==> src/rtl/load_store_unit_if.sv <==
// Request/response channel between the core-side requester and the load/store unit.
interface load_store_unit_if #(
  parameter int ADDR_WIDTH = 32
);
  logic                  req_valid;
  logic                  req_ready;
  logic                  req_write;
  logic [ADDR_WIDTH-1:0] req_addr;
  logic [31:0]           req_wdata;
  logic [1:0]            req_size;
  logic                  req_extend;
  logic                  resp_valid;
  logic [31:0]           resp_rdata;
  logic                  resp_err;

  modport master (
    output req_valid, req_write, req_addr, req_wdata, req_size, req_extend,
    input  req_ready, resp_valid, resp_rdata, resp_err
  );

  modport slave (
    input  req_valid, req_write, req_addr, req_wdata, req_size, req_extend,
    output req_ready, resp_valid, resp_rdata, resp_err
  );
endinterface

==> src/rtl/load_store_unit.sv <==
// Load/store unit driving a word-wide synchronous RAM without byte enables;
// sub-word stores are performed as read-modify-write.
module load_store_unit #(
  parameter int ADDR_WIDTH = 32
) (
  input  logic                  clk,
  input  logic                  rst,
  load_store_unit_if.slave      bus,
  output logic                  mem_en,
  output logic                  mem_we,
  output logic [ADDR_WIDTH-3:0] mem_addr,
  output logic [31:0]           mem_wdata,
  input  logic [31:0]           mem_rdata
);

  localparam logic [1:0] SZ_WORD = 2'd0;
  localparam logic [1:0] SZ_HALF = 2'd1;
  localparam logic [1:0] SZ_BYTE = 2'd2;

  typedef enum logic [2:0] {
    IDLE = 3'd0,
    RD   = 3'd1,
    CAP  = 3'd2,
    WR   = 3'd3,
    RESP = 3'd4
  } state_t;

  state_t                state;
  logic                  lat_write;
  logic [ADDR_WIDTH-1:0] lat_addr;
  logic [31:0]           lat_wdata;
  logic [1:0]            lat_size;
  logic                  lat_extend;
  logic [31:0]           buffer;

  function automatic logic illegal(input logic [1:0] size, input logic [1:0] off);
    logic bad;
    case (size)
      SZ_WORD: bad = (off != 2'd0);
      SZ_HALF: bad = off[0];
      SZ_BYTE: bad = 1'b0;
      default: bad = 1'b1;
    endcase
    return bad;
  endfunction

  function automatic logic [31:0] shape(input logic [31:0] rdata, input logic [1:0] size,
                                        input logic [1:0] off, input logic extend);
    logic [31:0] shifted;
    logic [31:0] res;
    shifted = rdata >> {off, 3'b000};
    case (size)
      SZ_BYTE: res = {{24{extend & shifted[7]}}, shifted[7:0]};
      SZ_HALF: res = {{16{extend & shifted[15]}}, shifted[15:0]};
      default: res = rdata;
    endcase
    return res;
  endfunction

  // Lanes outside the mask keep the RAM's current contents.
  function automatic logic [31:0] merge(input logic [31:0] old, input logic [31:0] wdata,
                                        input logic [1:0] size, input logic [1:0] off);
    logic [31:0] mask;
    logic [31:0] data;
    case (size)
      SZ_BYTE: begin
        mask = 32'h0000_00FF << {off, 3'b000};
        data = {24'h00_0000, wdata[7:0]} << {off, 3'b000};
      end
      SZ_HALF: begin
        mask = 32'h0000_FFFF << {off, 3'b000};
        data = {16'h0000, wdata[15:0]} << {off, 3'b000};
      end
      default: begin
        mask = 32'hFFFF_FFFF;
        data = wdata;
      end
    endcase
    return (old & ~mask) | (data & mask);
  endfunction

  assign bus.req_ready = (state == IDLE);

  // Memory strobes decoded from state; they fall with the asynchronous reset of state.
  always_comb begin
    mem_en    = 1'b0;
    mem_we    = 1'b0;
    mem_addr  = '0;
    mem_wdata = 32'h0000_0000;
    case (state)
      RD: begin
        mem_en   = 1'b1;
        mem_addr = lat_addr[ADDR_WIDTH-1:2];
      end
      WR: begin
        mem_en    = 1'b1;
        mem_we    = 1'b1;
        mem_addr  = lat_addr[ADDR_WIDTH-1:2];
        mem_wdata = buffer;
      end
      default: begin
        mem_en    = 1'b0;
        mem_we    = 1'b0;
        mem_addr  = '0;
        mem_wdata = 32'h0000_0000;
      end
    endcase
  end

  // Sequencer with registered response outputs and request latches.
  always_ff @(posedge clk or posedge rst) begin
    if (rst) begin
      state          <= IDLE;
      lat_write      <= 1'b0;
      lat_addr       <= '0;
      lat_wdata      <= 32'h0000_0000;
      lat_size       <= 2'd0;
      lat_extend     <= 1'b0;
      buffer         <= 32'h0000_0000;
      bus.resp_valid <= 1'b0;
      bus.resp_rdata <= 32'h0000_0000;
      bus.resp_err   <= 1'b0;
    end else begin
      case (state)
        IDLE: begin
          bus.resp_valid <= 1'b0;
          if (bus.req_valid) begin
            lat_write  <= bus.req_write;
            lat_addr   <= bus.req_addr;
            lat_wdata  <= bus.req_wdata;
            lat_size   <= bus.req_size;
            lat_extend <= bus.req_extend;
            buffer     <= bus.req_wdata;
            if (illegal(bus.req_size, bus.req_addr[1:0])) begin
              state          <= RESP;
              bus.resp_valid <= 1'b1;
              bus.resp_err   <= 1'b1;
              bus.resp_rdata <= 32'h0000_0000;
            end else if (bus.req_write && (bus.req_size == SZ_WORD)) begin
              state <= WR;
            end else begin
              state <= RD;
            end
          end else begin
            state <= IDLE;
          end
        end
        RD: begin
          state <= CAP;
        end
        CAP: begin
          if (lat_write) begin
            buffer <= merge(mem_rdata, lat_wdata, lat_size, lat_addr[1:0]);
            state  <= WR;
          end else begin
            bus.resp_rdata <= shape(mem_rdata, lat_size, lat_addr[1:0], lat_extend);
            bus.resp_err   <= 1'b0;
            bus.resp_valid <= 1'b1;
            state          <= RESP;
          end
        end
        WR: begin
          bus.resp_rdata <= 32'h0000_0000;
          bus.resp_err   <= 1'b0;
          bus.resp_valid <= 1'b1;
          state          <= RESP;
        end
        RESP: begin
          bus.resp_valid <= 1'b0;
          bus.resp_err   <= 1'b0;
          bus.resp_rdata <= 32'h0000_0000;
          state          <= IDLE;
        end
        default: begin
          bus.resp_valid <= 1'b0;
          state          <= IDLE;
        end
      endcase
    end
  end

endmodule

==> src/flat_wrapper.sv <==
// flat-port wrapper written by rule: the top's interface ports become plain ports
module load_store_unit_flat 
#(
  parameter int ADDR_WIDTH = 32
)
  (clk, rst, mem_en, mem_we, mem_addr, mem_wdata, mem_rdata, bus_req_valid, bus_req_write, bus_req_addr, bus_req_wdata, bus_req_size, bus_req_extend, bus_req_ready, bus_resp_valid, bus_resp_rdata, bus_resp_err);
  load_store_unit_if #(.ADDR_WIDTH(ADDR_WIDTH)) bus_i ();
  input  logic clk;
  input  logic rst;
  output logic mem_en;
  output logic mem_we;
  output logic [ADDR_WIDTH-3:0] mem_addr;
  output logic [31:0] mem_wdata;
  input  logic [31:0] mem_rdata;
  input wire logic [$bits(bus_i.req_valid)-1:0] bus_req_valid;
  input wire logic [$bits(bus_i.req_write)-1:0] bus_req_write;
  input wire logic [$bits(bus_i.req_addr)-1:0] bus_req_addr;
  input wire logic [$bits(bus_i.req_wdata)-1:0] bus_req_wdata;
  input wire logic [$bits(bus_i.req_size)-1:0] bus_req_size;
  input wire logic [$bits(bus_i.req_extend)-1:0] bus_req_extend;
  output wire logic [$bits(bus_i.req_ready)-1:0] bus_req_ready;
  output wire logic [$bits(bus_i.resp_valid)-1:0] bus_resp_valid;
  output wire logic [$bits(bus_i.resp_rdata)-1:0] bus_resp_rdata;
  output wire logic [$bits(bus_i.resp_err)-1:0] bus_resp_err;
  assign bus_i.req_valid = bus_req_valid;
  assign bus_i.req_write = bus_req_write;
  assign bus_i.req_addr = bus_req_addr;
  assign bus_i.req_wdata = bus_req_wdata;
  assign bus_i.req_size = bus_req_size;
  assign bus_i.req_extend = bus_req_extend;
  assign bus_req_ready = bus_i.req_ready;
  assign bus_resp_valid = bus_i.resp_valid;
  assign bus_resp_rdata = bus_i.resp_rdata;
  assign bus_resp_err = bus_i.resp_err;
  load_store_unit #(.ADDR_WIDTH(ADDR_WIDTH)) u_core (.clk(clk), .rst(rst), .bus(bus_i), .mem_en(mem_en), .mem_we(mem_we), .mem_addr(mem_addr), .mem_wdata(mem_wdata), .mem_rdata(mem_rdata));
endmodule
==> config.mk <==
export PLATFORM = sky130hd
export DESIGN_NAME = load_store_unit_flat
export DESIGN_NICKNAME = d
export VERILOG_FILES = /design/src/rtl/load_store_unit_if.sv /design/src/rtl/load_store_unit.sv /design/src/flat_wrapper.sv
export SDC_FILE = /design/constraint.sdc
export NUM_CORES = 1
export LEC_CHECK = 0
export CAP_MARGIN = 10
export CORE_ASPECT_RATIO = 0.75
export CORE_UTILIZATION = 44
export DETAILED_ROUTE_END_ITERATION = 7
export GPL_TIMING_DRIVEN = 0
export PLACE_DENSITY = 0.77
export SYNTH_ARGS = -nofsm -noshare
export SYNTH_HDL_FRONTEND = slang
export SYNTH_SLANG_ARGS = --single-unit
==> constraint.sdc <==
create_clock -name clk -period 5.05 [get_ports clk]
set_input_delay 1.2625 -clock clk [delete_from_list [all_inputs] [get_ports clk]]
set_output_delay 1.2625 -clock clk [all_outputs]
set_load 0.005 [all_outputs]
---- Yosys cells after proc, flatten, opt, wreduce, memory -nomap -nowiden ----
Cells that the tools add are included.
word-level totals
  flip-flop bits (word level) ............. 137
  logic and storage cells ................. 80
  input bits .............................. 103
cells by class
  bitwise gates (word level) .............. 7
  equality and inequality tests ........... 12
  multiplexer cells ....................... 34
  shifts and indexed selects .............. 5
  reduce and logical (&&, ||, !) cells .... 12
operator list
  cell                   number
  $mux 32                10
  $pmux 32 s2            4
  $pmux 32 s3            1
  $and 32x32->32         2
  $not 32->32            1
  $or 32x32->32          1
  $shl 16x5->32          1
  $shl 16x5->32 const A  1
  $shl 8x5->32           1
  $shl 8x5->32 const A   1
  $shr 32x5->16          1
  $mux 30                1
  $pmux 3 s4             1
  $mux 1                 10
  $mux 3                 3
  $eq 3x2->1 const B     2
  $pmux 1 s3             2
  $eq 2x1->1 const B     2
  $eq 2x2->1 const B     2
  $ne 2x1->1 const B     2
  $ne 2x2->1 const B     2
  $pmux 1 s4             1
  $reduce_and 2->1       2
  $reduce_and 4->1       1
  12 further kinds       15

---- Depth between registers and ports, before layout ----
  depth after elaboration ................. 9
  depth in mapped cells ................... 9
  mapped depth without buffers ............ 7

---- Worst setup path before layout ----
OpenSTA, ideal clock, no wires.
  path kind ............................... input port to flip-flop
  start point ............................. input bus_req_size[0]
  end point ............................... register u_core.bus.resp_rdata[16]
  data required time ...................... 4.924 ns
  setup slack ............................. 2.489 ns
  arrival time ............................ 2.435 ns
  path buffers ............................ 1
  stages .................................. 6
  cells stage by stage .................... nand2b_1 > a21oi_2 > a21oi_1 > o31a_1 > buf_2 > a221o_1
on the way
  word-level cells in the longest chain between the ends .. 6
  elaborated cells on any way between the ends .. 8
ends and longest elaborated chain
  item                                 RTL line                  RTL
  start: declaration                   flat_wrapper.sv:19        input wire logic [$bits(bus_i.req_size)-1:0] bus_req_size;
  $eq 2x2->1 (tied with other cells)   load_store_unit.sv:38     case (size)
  $pmux 1 s3 *                         load_store_unit.sv:38
  $mux 1 *                             load_store_unit.sv:127    if (bus.req_valid) begin
  $mux 1 *                             load_store_unit.sv:124    case (state)
  $ne 2x1->1 (no source line) *        n/a
  $reduce_and 4->1 (no source line) *  n/a
  end signal: assignment               load_store_unit.sv:156    bus.resp_rdata <= shape(mem_rdata, lat_size, lat_addr[1:0], lat_extend);
  end: declaration                     load_store_unit_if.sv:23  output req_ready, resp_valid, resp_rdata, resp_err
Mark *: on every way between the ends. The rest lies on a longest branch, timed or not. The select of a mux whose other input is x is not followed.
A chain may end at the register's enable or synchronous reset.

---- Final worst setup path ----
  start point ............................. register u_core.state[2]
  end point ............................... output mem_wdata[10]
on the way
  word-level cells in the longest chain between the ends .. 2
ends and longest elaborated chain
  item                      RTL line                RTL
  start: declaration        load_store_unit.sv:28   state_t state;
  start signal: assignment  load_store_unit.sv:113  state <= IDLE;
  start signal: assignment  load_store_unit.sv:135  state <= RESP;
  start signal: assignment  load_store_unit.sv:140  state <= WR;
  $eq 3x2->1                load_store_unit.sv:90   case (state)
  $mux 32                   load_store_unit.sv:90
  end: declaration          flat_wrapper.sv:13      output logic [31:0] mem_wdata;
No other way between the ends.

==> impl_metrics.json <==
{
  "critical_path.most_common_cell": "clkbuf_1",
  "power_density_nw_per_um2": 635.5,
  "tightest_slew_ps": 649.2,
  "ys_seq_area_share_pct": 47.41,
  "cts_max_level": 4,
  "r2r-start": "u_core.lat_size[0]",
  "hp-class": "reg -> reg",
  "clkTransAtPathRegs_ps": 60,
  "rsz0062_at_grt": "false",
  "fillers": 1338,
  "cts_made_buffers": 17,
  "cp-startpoint": "u_core.state[2]",
  "yosysTopAreaCell": "dfrtp_1",
  "seq_area_um2": 3428,
  "min_period_ps": 3968,
  "die_area_um2": 16960,
  "cp_max_fo": 10,
  "wl_per_cell_um": 20.60,
  "routed_wl_mm": 23.17,
  "clk_latency_ps": 430,
  "synth_edf_count": 0,
  "ir_drop_uv": 297.9,
  "hold_depth": 1,
  "initial_utilization_pct": 45.15,
  "crit_type": "reg -> out",
  "synth_area_leaders": "dfrtp_1 47%, mux2_2 10%, mux2i_1 3.6%",
  "die_w_um": 150.0,
  "place_congestion": 0.9426,
  "placed_cell_area_um2": 9538,
  "num_vias": 6457,
  "slew_headroom_pct": 56.43,
  "grt_max_degree": 79,
  "core_um2": 16020,
  "timing.final.crit_share_pct": 78.56,
  "crit_chain": "buf_2 -> nor2b_1 -> clkbuf_1 -> clkbuf_1 -> and3_1 -> clkdlybuf4s50_1",
  "yosysMostFrequentCell": "dfrtp_1",
  "synthTopCellsByCount": "137 x dfrtp_1, 65 x mux2_2, 44 x o21ai_0",
  "drt-initial-drc-count": 446,
  "synth_cell_types": 49,
  "route.detailed.drc": 0,
  "yosys_warnings": 0,
  "drv_cap": 0,
  "status": "complete, no violations",
  "crit_required_ps": 3790,
  "synth_ff_type": "dfrtp_1",
  "fin_area_um2": 10190,
  "postCtsHoldBufs": 0,
  "slowest_delay_ps": 530,
  "cts_sinks": 137,
  "p_leak_uw": 0.004383,
  "synth_cells": 680,
  "cp.arrival_ps": 2710,
  "antenna_found_initial": 0,
  "cts_root_buffer": "clkbuf_16",
  "cts_tree": "built",
  "num_rows": 40,
  "dp_cells": 1092,
  "first_pass_iters": 5,
  "cts.repair.resized": 0,
  "nets": 1006,
  "cpMaxStageDelayCell": "clkdlybuf4s50_1",
  "multi_input_area_um2": 3450,
  "ys_ff_latch": 137,
  "synth_area_um2": 7231,
  "ant_nets": 0,
  "hold_end": "u_core.buffer[23]",
  "grt_use_met2_pct": 42.19,
  "skew_ps": 12.88,
  "syn_nets": 785,
  "worstHoldStart": "u_core.buffer[23]",
  "io_buffers": 201,
  "cp-start-kind": "flop",
  "track_usage_pct": 28.00,
  "worstReg2RegEnd": "u_core.buffer[15]",
  "die_y_um": 113.0,
  "busiest_layer": "met2",
  "clock_path_buffers": 2,
  "end_kind": "output port",
  "gr-total-overflow": 0,
  "io_pins": 202,
  "via_per_inst": 5.740,
  "area_growth_pct": 40.89,
  "grt_pass1_wl_mm": 35.32,
  "worst-r2r-cell-count": 9,
  "hpwl_mm": 17.21,
  "synth.top_cell.area_share_pct": 47.41,
  "slew_viol_final": 0,
  "drive_gt1_share_pct": 15.54,
  "met1_usage_pct": 38.94,
  "ys_async_sr_fraction_pct": 100.0,
  "final_cell_count_no_fill": 1125,
  "grt_pass1_vias": 6349,
  "clock.fmax_ghz": 0.2520,
  "postCtsSetupBuffers": 0,
  "use_met3_pct": 8.185,
  "setup_violations": 0,
  "hold_violations": 0,
  "p_total_uw": 6474,
  "rrSetupSlack_ps": 2650,
  "syn_avg_cell_area_um2": 10.63
}
==> cells by family (layout without fill, tap and decap cells) <==
logic type	after synthesis	in the layout	synth area share, %
AOI/OAI and AO/OA	220	220	21.79
and+or+nand+nor	153	153	11.54
DFF	137	137	47.41
muxes	92	92	14.03
buffers and inverters	76	310	4.880
adders and majority gates	2	2	0.3460
other	0	1	0
==> worst max-delay path by stage <==
stage                                endpoint  slack (ps)  cells after the start
CTS                             mem_wdata[10]        1050                      6
floorplan                    u_core.buffer[0]         120                      1
global placement    u_core.bus.resp_rdata[16]       -1790                      2
global route                     mem_wdata[9]         880                      6
detailed placement              mem_wdata[10]        1520                      6
finish                          mem_wdata[10]        1080                      6
==> layout make-up <==
| class | instances | area share (%) |
|---|---|---|
| Antenna cell | 1 | 0.02456 |
| Buffer | 64 | 3.021 |
| Clock buffer | 22 | 4.753 |
| Clock inverter | 10 | 1.597 |
| Inverter | 12 | 0.4913 |
| Multi-Input combinational cell | 467 | 33.86 |
| Sequential cell | 137 | 33.65 |
| Tap cell | 210 | 2.579 |
| Timing Repair Buffer | 202 | 20.02 |
==> where the power goes <==
group	switching [uW]	internal [uW]	leakage [uW]
clock	483	880	0.000313
sequential	371	1630	0.00170
combinational	1610	1500	0.00237
total	2470	4010	0.00438
==> sequential cells by signal, summed over array words and instances (netlist names) <==
name                   flops
u_core.lat_wdata          32
u_core.bus.resp_valid      1
u_core.lat_write           1
u_core.lat_extend          1
u_core.state               3
u_core.lat_addr           32
u_core.lat_size            2
u_core.bus.resp_err        1
u_core.buffer             32
u_core.bus.resp_rdata     32
==> metrics by stage <==
step	setup slack, ps	hold WS (ps)	setup TNS [ps]	util, %
floorplan	119.7	441.4	0	-
detailed placement	1516	458.2	0	59.55
CTS	1053	471.5	0	63.59
global route	884.9	482.9	0	63.59
global placement	-1791	451.8	-243370	59.35
finish	1082	470.3	0	63.61
==> metal layers <==
metal  wire, um  share of wire (%)
met2      10020                 43
met3       2335                 10
met4        358                1.5
met1      10460                 45
met5          0                  0
==> layout by cell type (no fill, tap or decap), types with 3 or more instances in the layout <==
master           netlist  routed
a21o_1                17      17
clkdlybuf4s50_1        0     201
bufinv_16              0       4
buf_4                  3       3
buf_2                 25      25
clkbuf_1              27      28
inv_1                 12      11
and3_1                32      32
a22oi_1               23      23
nor2_1                22      22
mux2_2                65      65
mux2i_1               26      26
a2bb2oi_1              8       8
o21ai_0               44      44
and2_1                33      33
o22a_1                 8       8
o21a_1                 8       8
a211oi_1              16      16
o22ai_1                8       8
clkbuf_16              0      17
dfrtp_1              137     137
buf_6                  3       3
nor2b_1                9       9
a21oi_1               24      24
a32o_1                 8       8
o2bb2ai_1             15      15
a221o_1               16      16
nand2b_1               3       3
o21ai_1                9       9
o211ai_1               8       8
nand2_1               42      42
buf_1                  4       4
clkbuf_8               0       4
==> critical path: cells and delay by family, from the launching register on <==
kind	cells	cell delay (ps)
buffers and inverters	4	1540
DFF	1	360
and+or+nand+nor	2	370
No activity file was read; power rests on OpenSTA's default activity.
